===== config.mk =====
export PLATFORM = sky130hd
export DESIGN_NAME = t5_wback
export DESIGN_NICKNAME = d
export VERILOG_FILES = /design/src/rtl/t5_wback.sv
export SDC_FILE = /design/constraint.sdc
export NUM_CORES = 1
export LEC_CHECK = 0
export ABC_AREA = 1
export CAP_MARGIN = 40
export CORE_MARGIN = 3
export CORE_UTILIZATION = 51
export CTS_BUF_LIST = sky130_fd_sc_hd__clkbuf_8
export DETAILED_ROUTE_END_ITERATION = 7
export PLACE_DENSITY = 0.86
export SLEW_MARGIN = 30
export SYNTH_ARGS = -nofsm -noshare
export SYNTH_HDL_FRONTEND = slang
export SYNTH_SLANG_ARGS = --single-unit

===== constraint.sdc =====
create_clock -name sclk -period 5 [get_ports sclk]
set_input_delay 0.75 -clock sclk [delete_from_list [all_inputs] [get_ports sclk]]
set_output_delay 0.75 -clock sclk [all_outputs]
set_load 0.03 [all_outputs]

===== src/rtl/t5_wback.sv =====
// Writeback stage: picks ALU, link or load data for the GPRF write port and
// holds a load in WAIT (stalling upstream) until the data bus acknowledges.
module t5_wback #(
  parameter int unsigned XLEN = 32
) (
  input  logic            sclk,
  input  logic            srst,
  input  logic            sena,
  input  logic            xval,
  input  logic [1:0]      xhart,
  input  logic            xwre,
  input  logic [4:0]      xrd,
  input  logic [1:0]      xsel,
  input  logic [1:0]      xlsz,
  input  logic            xlsx,
  input  logic [1:0]      xadr,
  input  logic [XLEN-1:0] malu,
  input  logic [XLEN-1:0] mpc,
  input  logic [XLEN-1:0] dwb_dti,
  input  logic            dwb_ack,
  output logic            mwre,
  output logic [1:0]      mhart,
  output logic [4:0]      rd0a,
  output logic [XLEN-1:0] rd0d,
  output logic            wstall
);

  typedef enum logic [0:0] {StIdle, StWait} state_e;

  state_e          state;
  logic [1:0]      l_hart;
  logic            l_wre;
  logic [4:0]      l_rd;
  logic [1:0]      l_lsz;
  logic            l_lsx;
  logic [1:0]      l_adr;
  logic            is_load;
  logic [XLEN-1:0] idle_data;

  // Little-endian lane select plus sign/zero extension.
  function automatic logic [XLEN-1:0] align_load(input logic [XLEN-1:0] d,
                                                 input logic [1:0] sz,
                                                 input logic sx,
                                                 input logic [1:0] adr);
    logic [7:0]      b;
    logic [15:0]     h;
    logic [XLEN-1:0] r;
    b = d[{adr, 3'b000} +: 8];
    h = d[{adr[1], 4'b0000} +: 16];
    case (sz)
      2'b00:   r = {{(XLEN-8){sx & b[7]}}, b};
      2'b01:   r = {{(XLEN-16){sx & h[15]}}, h};
      default: r = d;
    endcase
    return r;
  endfunction

  assign is_load = (xsel == 2'b10);

  always_comb begin
    idle_data = malu;
    case (xsel)
      2'b01:   idle_data = mpc;
      2'b10:   idle_data = align_load(dwb_dti, xlsz, xlsx, xadr);
      default: idle_data = malu;
    endcase
  end

  assign wstall = sena & ~srst &
                  (((state == StIdle) & xval & is_load & ~dwb_ack) |
                   ((state == StWait) & ~dwb_ack));

  always_ff @(posedge sclk) begin
    if (srst) begin
      state  <= StIdle;
      mwre   <= 1'b0;
      mhart  <= 2'b00;
      rd0a   <= 5'd0;
      rd0d   <= '0;
      l_hart <= 2'b00;
      l_wre  <= 1'b0;
      l_rd   <= 5'd0;
      l_lsz  <= 2'b00;
      l_lsx  <= 1'b0;
      l_adr  <= 2'b00;
    end else if (sena) begin
      mwre <= 1'b0;
      case (state)
        StIdle: begin
          if (xval) begin
            if (!is_load || dwb_ack) begin
              mwre  <= xwre & (xrd != 5'd0);
              mhart <= xhart;
              rd0a  <= xrd;
              rd0d  <= idle_data;
            end else begin
              l_hart <= xhart;
              l_wre  <= xwre;
              l_rd   <= xrd;
              l_lsz  <= xlsz;
              l_lsx  <= xlsx;
              l_adr  <= xadr;
              state  <= StWait;
            end
          end
        end
        StWait: begin
          // Incoming x* are ignored here; only the latched load context is used.
          if (dwb_ack) begin
            mwre  <= l_wre & (l_rd != 5'd0);
            mhart <= l_hart;
            rd0a  <= l_rd;
            rd0d  <= align_load(dwb_dti, l_lsz, l_lsx, l_adr);
            state <= StIdle;
          end
        end
        default: state <= StIdle;
      endcase
    end
  end

endmodule


# Word-level counts from Yosys, hierarchy flattened

Index checks and enable logic that the tools add are counted.
W data, S select, Z words.

Bits in registers: 54
Input bits: 116
Output and inout port bits: 41
Word-level logic and storage cells: 70

Equal/unequal tests: 7
Shifts and indexed selects: 4
Multiplexer cells: 23
Bitwise logic cells: 17
Reduce and logical (&&, ||, !) cells: 8

Operators by type and width:

| operator             | number |
|---|---|
| $pmux W32 S2         | 4 |
| $mux W32             | 3 |
| $shiftx A32 B6 Y16   | 2 |
| $shiftx A32 B6 Y8    | 2 |
| $mux W5              | 3 |
| $and A1 B1 Y1        | 12 |
| $pmux W5 S2          | 1 |
| $reduce_bool A5 Y1   | 2 |
| $reduce_and A4 Y1    | 2 |
| $eq A2 B1 Y1 const B | 3 |
| $mux W1              | 6 |
| $mux W2              | 3 |
| $logic_not A2 Y1     | 2 |
| $ne A2 B2 Y1 const B | 2 |
| $not A1 Y1           | 4 |
| $pmux W1 S2          | 2 |
| $pmux W2 S2          | 1 |
| $eq A2 B2 Y1 const B | 1 |
| $ne A2 B1 Y1 const B | 1 |
| $logic_not A1 Y1     | 1 |
| $logic_or A1 B1 Y1   | 1 |
| $or A1 B1 Y1         | 1 |

# Longest topological paths before layout

Word-level depth: 7
Mapped depth: 15

# Worst setup path after synthesis

Ideal clock, no wire load.

Kind: in2out
Start: in xsel[0]
End: out wstall
Arrival: 2.190 ns
Data required time: 4.250 ns
Slack: 2.060 ns
Cell stages on the path: 10
Cell sequence: inv_1 > ha_1 > buf_6 > clkinv_2 > nor2_1 > inv_1 > nor3_2 > clkbuf_1 > nor2_1 > nor2_1

Cells in the longest elaborated chain, start to end: 5

Ends and longest elaborated chain:

| item                        | line | source |
|---|---|---|
| start: declaration          | 13   | `input logic [1:0] xsel,` |
| $eq A2 B2 Y1                | 58   | `assign is_load = (xsel == 2'b10);` |
| $and A1 B1 Y1 (2 in series) | 70   | `(((state == StIdle) & xval & is_load & ~dwb_ack) \|` |
| $or A1 B1 Y1                | 70   |  |
| $and A1 B1 Y1               | 69   | `assign wstall = sena & ~srst &` |
| end: declaration            | 25   | `output logic wstall` |

Every way passes these cells.

# Worst setup path in the final report

Same ends and word-level chain as after synthesis.

==> metrics.md <==
| Metric | Value |
|---|---|
| Required @ worst endpoint | `4.25 ns` |
| Post-DP HPWL | `13,000 µm` |
| Crit path buffers/inverters | `5` |
| Net Switching | `446 µW` |
| FP Rows | `33` |
| Endpoints failing setup | `0` |
| Largest net degree at the start of global routing | `41` |
| Sequential Power Share | `0.379` |
| Most common cell after layout, fill and taps aside | `nand2_1` |
| Max FO, Critical Path | `25` |
| Period Utilization, post-route | `0.827` |
| Routability-driven placement congestion ratio | `0.988` |
| Clock Skew | `0.00953 ns` |
| RSZ-0062 raised after global routing | `false` |
| Gr busiest metal | `met2` |
| Initial antenna violation count | `0` |
| Synth Register Bits | `54` |
| Clk_lat worst skew | `0.31 ns` |
| Critical path's largest stage delay | `0.67 ns` |
| Vias/cell | `5.95` |
| GRT Total Usage | `0.344` |
| Cell Area, Synth | `0.00445 mm²` |
| Reg area | `0.00108 mm²` |
| Die Wd | `99.4 µm` |
| DRC | `0` |
| First-pass iteration count of the detailed router | `8` |
| Clk slew on worst S/H paths | `0.10 ns` |
| Area of the multi-input gates | `0.00292 mm²` |
| Die ar. | `0.00989 mm²` |
| Wirelength per Cell | `18.0 µm` |
| Global route overflow | `0` |
| Cts bufs inserted | `5` |
| Initial Util | `0.534` |
| Layout Nets | `988` |
| CTS tree | `done` |
| First-pass GRT wire length | `27,100 µm` |
| CP cell instances | `clkdlybuf4s50_1 > inv_1 > ha_1 > clkinv_2 > nor2_1 > inv_1 > nor3_2 > nor2_1 > nor2_1 > clkdlybuf4s50_1` |
| Sequential-to-total area share from yosys stat | `0.243` |
| Setup TNS | `0 ns` |
| Syn Area/Cell | `5.90 µm²` |
| Htree depth | `2` |
| Fmax | `0.242 GHz` |
| Slowest-stage cell, CP | `clkdlybuf4s50_1` |
| Antenna diodes | `0` |
| Most frequent cell on the critical path | `nor2_1` |
| Fillers | `715` |
| Synthesized netlist cell count | `754` |
| DRT iter0 DRCs | `728` |
| Synth Warn # | `0` |
| Clock share of power | `0.226` |
| Via count | `5,810` |
| Area of the core | `0.00834 mm²` |
| Final hold viol count | `0` |
| Outcome | `complete, no violations` |
| Synth Flop Type | `dfxtp_1` |
| Syn Nets | `872` |
| Wirelength, routed | `17,500 µm` |
| Number of global-route vias before repair | `5,286` |
| Rel. slew slack | `0.459` |
| Number of enable flip-flop cells after synthesis | `0` |
| Detail Route Antenna Nets | `0` |
| PD cells | `203 mW/mm²` |
| Crit path capture type | `primary output` |
| Post-CTS Hold Fix Bufs | `0` |
| GRT met1 Usage | `0.486` |
| Worst Tran Pin Value | `0.811 ns` |
| Startpoint types | `primary input` |
| Die Span Y | `99.4 µm` |
| CTS resizes | `0` |
| Area Overhead vs Synth | `36.9%` |
| Final Core Density | `0.731` |
| Slew Limit Fails | `0` |
| Tmin final | `4.14 ns` |
| Internal power | `793 µW` |
| Postcts setup bufs | `0` |
| IO buf count | `156` |
| Most frequent cells in the layout | `nand2_1, clkdlybuf4s50_1, a21oi_1` |
| Gate power share | `0.394` |
| Distinct cells, synth | `35` |
| Layout cells sized above 1 | `0.0769` |
| Sw frac | `0.360` |
| M2 GR Usage | `0.519` |
| Clock sinks | `54` |
| Met3 track utilization from global routing | `0.0729` |
| Max cap viols | `0` |
| Clk buf depth | `2` |
| P_leak | `2.62 nW` |
| Worst EP arrival | `3.39 ns` |
| Setup CP Type | `primary input to primary output` |
| Worst VDD drop | `0.000181 V` |
| Top cell family by delay on the critical path | `buffers and inverters` |
| Async set-reset flop share out of synthesis | `0` |
| IO Pins | `157` |
| Root buffer cell | `clkbuf_8` |
| Worst Hold Class | `register to register` |
-- metrics by stage --
stage	hold WS [ns]	worst slack, ns	instance area [µm²]	power, mW	std cells
4_1_cts	0.469	0.905	6060	1.22	973
3_5_place_dp	0.454	0.938	5950	0.950	965
3_3_place_gp	0.452	0.963	5910	0.941	963
2_1_floorplan	0.447	2.06	4450	0.738	754
6_report	0.471	0.864	6090	1.24	976
5_1_grt	0.501	0.694	6090	1.29	976
-- power groups by stage --
stage	combinational, mW	sequential [mW]	clock, mW
2_1_floorplan	0.217	0.521	0
3_3_place_gp	0.462	0.479	0
3_5_place_dp	0.470	0.480	0
4_1_cts	0.473	0.471	0.280
5_1_grt	0.525	0.473	0.296
6_report	0.489	0.470	0.281
-- logic make-up after synthesis --
kind of cell / count (synthesis) / synth area share
adders and majority gates: 2 / 0.00562
DFF: 54 / 0.243
and+or+nand+nor: 318 / 0.304
buffers and inverters: 104 / 0.102
AOI/OAI and AO/OA: 276 / 0.345
-- cells in the mapped netlist (2+ instances only) --
cell       count  area [µm²]
a211oi_1       7        52.6
a21o_1         7        52.6
a21oi_1      136         681
a21oi_2        7        61.3
a31oi_1        9        56.3
buf_1          2        7.51
buf_2         11        55.1
buf_4          5        37.5
buf_6          4        45.0
clkbuf_1      36         135
clkinv_2       2        10.0
dfxtp_1       54        1080
ha_1           2        25.0
inv_1         38         143
inv_2          6        22.5
nand2_1      189         709
nand2_2        2        12.5
nand2_4        2        22.5
nand3_1       23         115
nor2_1        71         267
nor3_1         2        10.0
o2111ai_1      7        61.3
o211ai_1      15         113
o21ai_0       73         365
o21ai_1        5        25.0
o21ai_2        2        17.5
o22ai_1        7        43.8
or2_2         23         144
-- state kept, by name, indices dropped and copies added (netlist names), 2 cells and up --
register	count
l_adr	2
l_rd	5
l_lsz	2
mhart	2
l_hart	2
rd0a	5
rd0d	32
-- layer usage --
| metal | share of wire | vias to the layer above |
|---|---|---|
| met3 | 0.11 | 47 |
| met4 | 0.031 | 0 |
| met2 | 0.44 | 373 |
| met1 | 0.41 | 2628 |
| li1 | - | 2762 |
| met5 | 0 | - |
-- path summary, 6_finish.rpt --
| path | startpoint | endpoint | slack (ns) | cells after the start |
|---|---|---|---|---|
| setup reg to reg | l_adr[1] | rd0d[28] | 2.59 | 7 |
| setup / recovery | xsel[0] | wstall | 0.86 | 10 |
| hold / removal | rd0d[18] | rd0d[18] | 0.47 | 2 |
| hold reg to reg | rd0d[18] | rd0d[18] | 0.47 | 2 |
-- area by class of cell --
class,count,share of cell area
Timing Repair Buffer,167,0.277
Clock buffer,7,0.0158
Multi-Input combinational cell,596,0.478
Clock inverter,1,0.00144
Inverter,46,0.0287
Tap cell,105,0.0216
Sequential cell,54,0.177
-- worst reg2reg max path: stages (launching register included) --
cell and delay [ns]:
dfxtp_1 0.87, nor2_1 0.14, a21oi_1 0.25, nor2_1 0.10, o21ai_2 0.57, a21oi_1 0.15, nand2_1 0.15, a21oi_1 0.07
Power figures use the tool's default switching activity.
